<file path="src/rtl/grf_write_arbiter_pkg.sv">
// Shared CPU definitions for the register-file write side.
// Register/data widths and the queued MD result record.
package grf_write_arbiter_pkg;

  localparam int REG_AW = 5;
  localparam int DATA_W = 32;
  localparam int NREG   = 1 << REG_AW;

  localparam logic [REG_AW-1:0] REG_ZERO = 5'd0;

  typedef struct packed {
    logic              live;
    logic [REG_AW-1:0] addr;
    logic [DATA_W-1:0] data;
    logic [DATA_W-1:0] pc;
  } md_entry_t;

  function automatic logic [NREG-1:0] reg_onehot(
    input logic [REG_AW-1:0] a
  );
    logic [NREG-1:0] r;
    r    = '0;
    r[a] = 1'b1;
    return r;
  endfunction

endpackage

</file>
<file path="src/rtl/grf_write_arbiter_wq.sv">
// MD result queue: circular buffer with per-entry kill by address
// and a registered mask of registers that still have a live write.
module grf_wq_fifo
  import grf_write_arbiter_pkg::*;
#(
  parameter int DEPTH = 2,
  localparam int PW = (DEPTH > 1) ? $clog2(DEPTH) : 1,
  localparam int CW = $clog2(DEPTH + 1)
) (
  input  logic                  clk,
  input  logic                  reset,
  input  logic                  push_i,
  input  md_entry_t             push_e_i,
  input  logic                  pop_i,
  input  logic                  kill_i,
  input  logic [REG_AW-1:0]     kill_addr_i,
  output md_entry_t             head_o,
  output logic [CW-1:0]         count_o,
  output logic [NREG-1:0]       mask_o
);

  md_entry_t       mem_q [DEPTH];
  md_entry_t       mem_d [DEPTH];
  logic [PW-1:0]   rd_q, rd_d;
  logic [PW-1:0]   wr_q, wr_d;
  logic [CW-1:0]   cnt_q, cnt_d;
  logic [NREG-1:0] pend_q, pend_d;

  function automatic logic [PW-1:0] ptr_inc(
    input logic [PW-1:0] p
  );
    return (p == PW'(DEPTH - 1)) ? '0 : p + 1'b1;
  endfunction

  always_comb begin
    mem_d = mem_q;
    rd_d  = rd_q;
    wr_d  = wr_q;
    cnt_d = cnt_q;
    for (int i = 0; i < DEPTH; i++) begin
      if (kill_i && mem_q[i].addr == kill_addr_i) begin
        mem_d[i].live = 1'b0;
      end
    end
    // Popped slots are cleared so only occupied slots can be live.
    if (pop_i) begin
      mem_d[rd_q].live = 1'b0;
      rd_d             = ptr_inc(rd_q);
    end
    if (push_i) begin
      mem_d[wr_q] = push_e_i;
      wr_d        = ptr_inc(wr_q);
    end
    unique case ({push_i, pop_i})
      2'b10:   cnt_d = cnt_q + 1'b1;
      2'b01:   cnt_d = cnt_q - 1'b1;
      default: cnt_d = cnt_q;
    endcase
  end

  always_comb begin
    pend_d = '0;
    for (int i = 0; i < DEPTH; i++) begin
      if (mem_d[i].live) begin
        pend_d = pend_d | reg_onehot(mem_d[i].addr);
      end
    end
  end

  always_ff @(posedge clk or posedge reset) begin
    if (reset) begin
      for (int i = 0; i < DEPTH; i++) begin
        mem_q[i] <= '0;
      end
      rd_q   <= '0;
      wr_q   <= '0;
      cnt_q  <= '0;
      pend_q <= '0;
    end else begin
      mem_q  <= mem_d;
      rd_q   <= rd_d;
      wr_q   <= wr_d;
      cnt_q  <= cnt_d;
      pend_q <= pend_d;
    end
  end

  assign head_o  = mem_q[rd_q];
  assign count_o = cnt_q;
  assign mask_o  = pend_q;

endmodule

</file>
<file path="src/rtl/grf_write_arbiter.sv">
// Register-file write port arbiter: pipeline WB passes straight
// through, MD results queue up and drain into idle port cycles.
module grf_write_arbiter
  import grf_write_arbiter_pkg::*;
#(
  parameter int DEPTH = 2
) (
  input  logic              clk,
  input  logic              reset,
  input  logic              wb_we,
  input  logic [REG_AW-1:0] wb_addr,
  input  logic [DATA_W-1:0] wb_data,
  input  logic [DATA_W-1:0] wb_pc,
  input  logic              md_valid,
  output logic              md_ready,
  input  logic [REG_AW-1:0] md_addr,
  input  logic [DATA_W-1:0] md_data,
  input  logic [DATA_W-1:0] md_pc,
  output logic              grf_we,
  output logic [REG_AW-1:0] grf_addr,
  output logic [DATA_W-1:0] grf_wd,
  output logic [DATA_W-1:0] grf_pc,
  output logic [NREG-1:0]   pend_mask
);

  localparam int CW = $clog2(DEPTH + 1);

  logic            wb_wr;
  logic            q_nempty;
  logic            head_live;
  logic            push;
  logic            pop;
  logic [CW-1:0]   cnt;
  md_entry_t       head;
  md_entry_t       push_e;

  assign wb_wr     = wb_we && (wb_addr != REG_ZERO);
  assign q_nempty  = (cnt != '0);
  assign head_live = q_nempty && head.live;

  assign md_ready = !reset && (cnt < CW'(DEPTH));
  assign push     = md_valid && md_ready && (md_addr != REG_ZERO);
  // A live head yields to the pipeline; a dead one is dropped anyway.
  assign pop      = q_nempty && (!wb_wr || !head.live);

  always_comb begin
    push_e      = '0;
    push_e.live = !(wb_wr && (wb_addr == md_addr));
    push_e.addr = md_addr;
    push_e.data = md_data;
    push_e.pc   = md_pc;
  end

  grf_wq_fifo #(
    .DEPTH (DEPTH)
  ) u_wq (
    .clk         (clk),
    .reset       (reset),
    .push_i      (push),
    .push_e_i    (push_e),
    .pop_i       (pop),
    .kill_i      (wb_wr),
    .kill_addr_i (wb_addr),
    .head_o      (head),
    .count_o     (cnt),
    .mask_o      (pend_mask)
  );

  always_comb begin
    grf_we   = 1'b0;
    grf_addr = '0;
    grf_wd   = '0;
    grf_pc   = '0;
    priority case (1'b1)
      reset: begin
        grf_we = 1'b0;
      end
      wb_wr: begin
        grf_we   = 1'b1;
        grf_addr = wb_addr;
        grf_wd   = wb_data;
        grf_pc   = wb_pc;
      end
      head_live: begin
        grf_we   = 1'b1;
        grf_addr = head.addr;
        grf_wd   = head.data;
        grf_pc   = head.pc;
      end
      default: begin
        grf_we = 1'b0;
      end
    endcase
  end

endmodule

</file>
<file path="config.mk">
export PLATFORM = sky130hd
export DESIGN_NAME = grf_write_arbiter
export DESIGN_NICKNAME = d
export VERILOG_FILES = /design/src/rtl/grf_write_arbiter_pkg.sv /design/src/rtl/grf_write_arbiter_wq.sv /design/src/rtl/grf_write_arbiter.sv
export SDC_FILE = /design/constraint.sdc
export NUM_CORES = 1
export LEC_CHECK = 0
export CORE_MARGIN = 8
export CORE_UTILIZATION = 50
export CTS_BUF_LIST = sky130_fd_sc_hd__clkbuf_8
export DETAILED_ROUTE_END_ITERATION = 16
export PLACE_DENSITY = 0.83
export SYNTH_ARGS = -nofsm -noshare
export SYNTH_HDL_FRONTEND = slang
export SYNTH_SLANG_ARGS = --single-unit
</file>
<file path="constraint.sdc">
create_clock -name clk -period 8.4 [get_ports clk]
set_clock_uncertainty 0.15 [all_clocks]
set_input_delay 1.68 -clock clk [delete_from_list [all_inputs] [get_ports clk]]
set_output_delay 1.68 -clock clk [all_outputs]
set_load 0.02 [all_outputs]
</file>
Word level (Yosys, flattened, before mapping)

Index checks and enable logic that the tools add are counted.
Widths: inputs -> output; s select.

Register bits: 176
Output and inout port bits: 103
Word-level logic and storage cells: 89

Add/subtract/negate cells: 4
Magnitude comparators: 9
Eq/ne operators: 5
Mux-type cells: 34
Bitwise operators: 3
Reduce and logical (&&, ||, !) cells: 22

Operators with widths:

| kind                | number |
|---|---|
| $mux 70             | 5 |
| $bwmux 140          | 2 |
| $mux 140            | 2 |
| $mux 32             | 8 |
| $demux 70 s1        | 2 |
| $or 32x32->32       | 1 |
| $eq 5x5->1          | 3 |
| $mux 5              | 3 |
| $logic_and 1x1->1   | 13 |
| $lt 5x6->1 const B  | 2 |
| $demux 1 s5         | 2 |
| $ge 5x1->1 const B  | 2 |
| $reduce_bool 5->1   | 2 |
| $mux 1              | 9 |
| $ge 2x2->1 const B  | 2 |
| $logic_not 1->1     | 4 |
| $lt 2x1->1 const B  | 2 |
| $not 1->2           | 2 |
| $pmux 2 s2          | 1 |
| $reduce_bool 2->1   | 2 |
| $add 1x1->1 const B | 2 |
| $add 2x1->2 const B | 1 |
| $eq 2x1->1 const B  | 1 |
| $eq 2x2->1 const B  | 1 |
| other kinds (3)     | 3 |

Depth between registers and ports, before layout

Depth after elaboration: 17
Depth in mapped cells: 8
Mapped depth without buffers: 7

By module

From an unflattened synthesis, not the netlist that was laid out.

Cell total of the unflattened synthesis: 809
Area total of the unflattened synthesis: 9395.3 sq um

Modules (own cells, without submodules):

| module            | times used | cells each | area an instance (sq um) | sequential area each (sq um) |
|---|---|---|---|---|
| grf_wq_fifo       | 1          | 552        | 7815.0                   | 4404.2 |
| grf_write_arbiter | 1          | 257        | 1580.3                   | 0.0 |

Least setup slack after synthesis

No wires, ideal clock.

Kind: input -> output
Start: input port wb_addr[4]
End: output port grf_pc[0]
Arrival time: 3.425 ns
Required time: 6.570 ns
Slack: 3.145 ns
Cell stages on the path: 8
Buffers on the path: 3
Path through: clkbuf_1 -> nor3_1 -> nand2_1 -> nand2_1 -> clkbuf_1 -> clkbuf_1 -> nor2_1 -> a211oi_1

Longest elaborated chain between the ends: 4

RTL lines:

| item                 | RTL line                | source |
|---|---|---|
| from (decl)          | grf_write_arbiter.sv:11 | `input logic [REG_AW-1:0] wb_addr,` |
| $reduce_bool 5->1    | grf_write_arbiter.sv:37 | `assign wb_wr = wb_we && (wb_addr != REG_ZERO);` |
| $logic_and 1x1->1    | grf_write_arbiter.sv:37 |  |
| $mux 32 (2 in a row) | grf_write_arbiter.sv:74 | `priority case (1'b1)` |
| to (decl)            | grf_write_arbiter.sv:22 | `output logic [DATA_W-1:0] grf_pc,` |

No other way between the ends.

Worst setup path after layout

Start: input port wb_addr[4]
End: output port grf_pc[21]

The elaborated chain is that of the path after synthesis.

==> flow_results.org <==
** Run status
- The run finished with clean final reports.

** Drt
- # DRC :: 0
- Antenna-violating nets left :: 0
- In the final routed layout, each cell accounts on average for 18.66 um.
- Via count of the routed design :: 6,808
- Via-per-instance ratio :: 5.580
- For this run, the detailed router's first-pass iteration total came to 6.
- Number of DRC markers in iteration 0 :: 356
- Post-Route WL :: 22,770 um

** Timing
- The number of slew-limit violations in the final report was 0.
- Final hold slack :: 0.3591 ns
- The worst path in the final design needs a cycle of 6.927 ns, including I/O delays and setup.
- Final hold vios :: 0
- Of the available clock period, the critical path in the final layout requires 0.8246.
- The worst pin sits at a relative slew slack of 0.2888.
- Setup repair after global routing missed its margin :: false
- Final setup viols :: 0
- Final sum of negative setup slack :: 0 ns
- Peak Freq :: 144.4 MHz
- At the pin with the least slew margin, the transition time is 1.067 ns.

** Clock network
- No sink is reached through more buffers than the 2 on the longest clock path.
- Clock tree root buffer cell :: clkbuf_8
- Counting the buffers created by CTS gives 17.
- For the worst-skew pair, the clock arrives at the later sink with an insertion delay of 0.45 ns.
- Gates resized during post-CTS repair numbered 0.
- Clock slew at reported path FFs :: 0.09 ns
- TritonCTS built the clock tree.
- For this design, the sink count on the clock tree is 176.
- CTS H-tree lvls :: 4
- Number of post-CTS setup repair buffers :: 0
- Hold repair after CTS inserted 0 buffers.

** Global route
- Total global routing overflow :: 0
- GR Util All Layers :: 0.2041
- The number of antenna violations at the first check in global routing came to 0.
- Vias in the first global route :: 7,061
- First-pass GRT wire length :: 36,520 um
- Entering global routing, the biggest net connects 93 pins.

** Yosys
- After synthesis, the share of cell area in mux cells is 0.2638.
- The cell count after synthesis came out at 776.
- Post-synthesis cell area :: 8956 sq um
- Simple-Gate Fraction of Synth Area :: 0.08159
- Cell type contributing the most total cell area after synthesis :: dfrtp_1
- In the post-synthesis netlist, the biggest area contributors are dfrtp_1 (49%), mux2_2 (17%), mux2i_1 (9.3%).
- Yosys printed 0 warnings.
- Synth Flop Type :: dfrtp_1
- Averaged over all synthesized cells, the footprint is 11.54 sq um.
- After synthesis, the netlist uses 40 different library cells.
- Share of async-settable or async-resettable flops after synthesis :: 1.000
- Synth Register Bits :: 176
- Share of the synthesized netlist area taken by xor and xnor gates :: 0.01760
- Dominant combinational cell family by area after synthesis :: multiplexers
- Of the synthesized area, sequential elements account for 0.4918.
- Number of enable flip-flop cells after synthesis :: 0
- Synthesized Nets :: 919
- Of the post-synthesis cell area, the dominant cell type holds 0.4918.
- Synth Area in Compound Gates :: 0.1080
- Of the total synthesized cell area, the portion taken by full adders, half adders and majority gates is 0.001397.

** Critical path
- Worst path required time :: 6.57 ns
- STA classifies the critical path endpoint as an output pin.
- Worst reg2reg path startpoint :: u_wq.count_o[1]
- The most numerous cell type found on the critical path is clkdlybuf4s50_1.
- Number of buffers and inverters on the critical path :: 3
- Crit path arrival time :: 5.10 ns
- On the worst path, the slowest cell contributes a delay of 0.65 ns.
- Startpoint types :: input pin
- The slowest stage of the critical path belongs to the cell a21o_2.
- CP cell instances :: clkdlybuf4s50_1, nor3_1, nand2_1, nand2_4, a21o_2, buf_4, a211oi_1, clkdlybuf4s50_1
- In this design, the largest share of critical-path delay is due to buffers and inverters.
- Largest fanout on the critical path :: 68
- The critical path in this run is classified as in -> out.
- CP Launch Point :: wb_addr[4]

** Cells and area
- Fraction of layout instances using a drive strength above 1 :: 0.1937
- The layout has 1,390 filler cells.
- Commonest non-fill, non-tap cell in the layout :: clkdlybuf4s50_1
- After the last flow step, the layout net total stands at 1,122.
- The library cells used most frequently in the layout, excluding fill and tap cells, are clkdlybuf4s50_1 (244), dfrtp_1 (175), mux2_2 (134).
- The number of antenna diodes in the final layout is 0.
- Relative to the synthesized area, the layout overhead comes to 32.02%.

** Flow run
- Max Cap Violations :: 0

** Die
- 245 I/O pins were placed.
- Std-Cell Rows :: 49
- The region available for standard cell placement spans 17,780 sq um.
- For this configuration, the core starts out at a cell density of 0.5037.
- In this run the vertical extent of the chip is 149.8 um.
- Die area :: 22,450 sq um
- X dimension of the die :: 149.8 um

** Place
- Final RePlAce weighted congestion :: 0.8038
- Once detailed placement completed, the half-perimeter wirelength came to 15,940 um.
- Number of port buffers :: 244

** Worst hold path
- The worst hold path begins at u_wq.mem_q[100].
- In this run the worst hold path is classified as reg -> reg.

** Power
- The analysis attributes to cell leakage a power of 5.035 nW.
- Peak supply drop :: 0.1521 mV
- Power spread over the standard cell area amounts to 298.7 nW/um^2.
==> cell usage after synthesis, drive strengths merged, types with 2 or more instances <==
master / number
a31o: 2
nand3: 5
nand3b: 9
a22oi: 2
inv: 3
and3b: 2
mux2i: 83
a21oi: 3
or3b: 4
xor2: 12
o21ai: 6
and3: 2
clkbuf: 42
a211oi: 69
nor2: 81
o22ai: 32
a2bb2oi: 4
xnor2: 6
nand2: 50
a41oi: 2
buf: 25
dfrtp: 176
nor3: 8
clkinv: 2
mux2: 136
==> report_power, final <==
group          switching [mW]  internal (mW)
Clock                   0.320          0.246
Combinational           0.706          0.782
Sequential              0.270           1.21
Total                    1.29           2.24
==> state kept, by name, indices dropped and copies added, names as in the netlist <==
| name | cells |
|---|---|
| u_wq.mem_q | 140 |
| u_wq.mask_o | 32 |
| u_wq.count_o | 2 |
| u_wq.rd_q | 1 |
| u_wq.wr_q | 1 |
==> final cells by class <==
class	instances	area (sq um)	share of cell area
Multi-Input combinational cell	528	4239	0.3585
Inverter	5	23.77	0.002011
Timing Repair Buffer	251	2495	0.2110
Clock inverter	13	123.9	0.01048
Sequential cell	176	4408	0.3728
Tap cell	229	286.5	0.02423
Clock buffer	18	247.7	0.02095
==> final timing paths <==
check | to | slack (ns) | depth (start not counted)
max in group asynchronous | u_wq.mem_q[100] | 4.78 | 3
max | grf_pc[21] | 1.47 | 8
min reg2reg | u_wq.mem_q[100] | 0.36 | 1
min | u_wq.mem_q[100] | 0.36 | 1
max reg2reg | u_wq.mask_o[16] | 5.36 | 6
min in group asynchronous | u_wq.mem_q[64] | 1.73 | 2
==> logic make-up after synthesis <==
group,count (synthesis)
AO/OA/AOI/OAI,125
XOR/XNOR,18
AND/OR/NAND/NOR,165
adder cells (fa/ha/maj),1
flip-flops,176
multiplexers,219
buffers and inverters,72
==> per-layer routing <==
| layer | wire length [um] | track usage | vias to the layer above |
|---|---|---|---|
| li1 | - | - | 3212 |
| met1 | 9680 | 0.2564 | 3341 |
| met2 | 11110 | 0.3378 | 230 |
| met3 | 1733 | 0.05776 | 25 |
| met4 | 243 | 0.05797 | 0 |
| met5 | 0 | 0 | - |
==> stage by stage <==
step / std cells / setup WS, ns / total power [mW] / util / area [sq um]
floorplan: 776 / 1.796 / 2.482 / - / 8956
global placement: 1189 / 1.578 / 2.937 / 0.6441 / 11450
detailed placement: 1189 / 1.470 / 2.987 / 0.6441 / 11450
CTS: 1220 / 1.478 / 3.565 / 0.6650 / 11820
global route: 1220 / 1.208 / 3.751 / 0.6650 / 11820
finish: 1220 / 1.473 / 3.532 / 0.6650 / 11820
(Power assumes the default switching activity.)
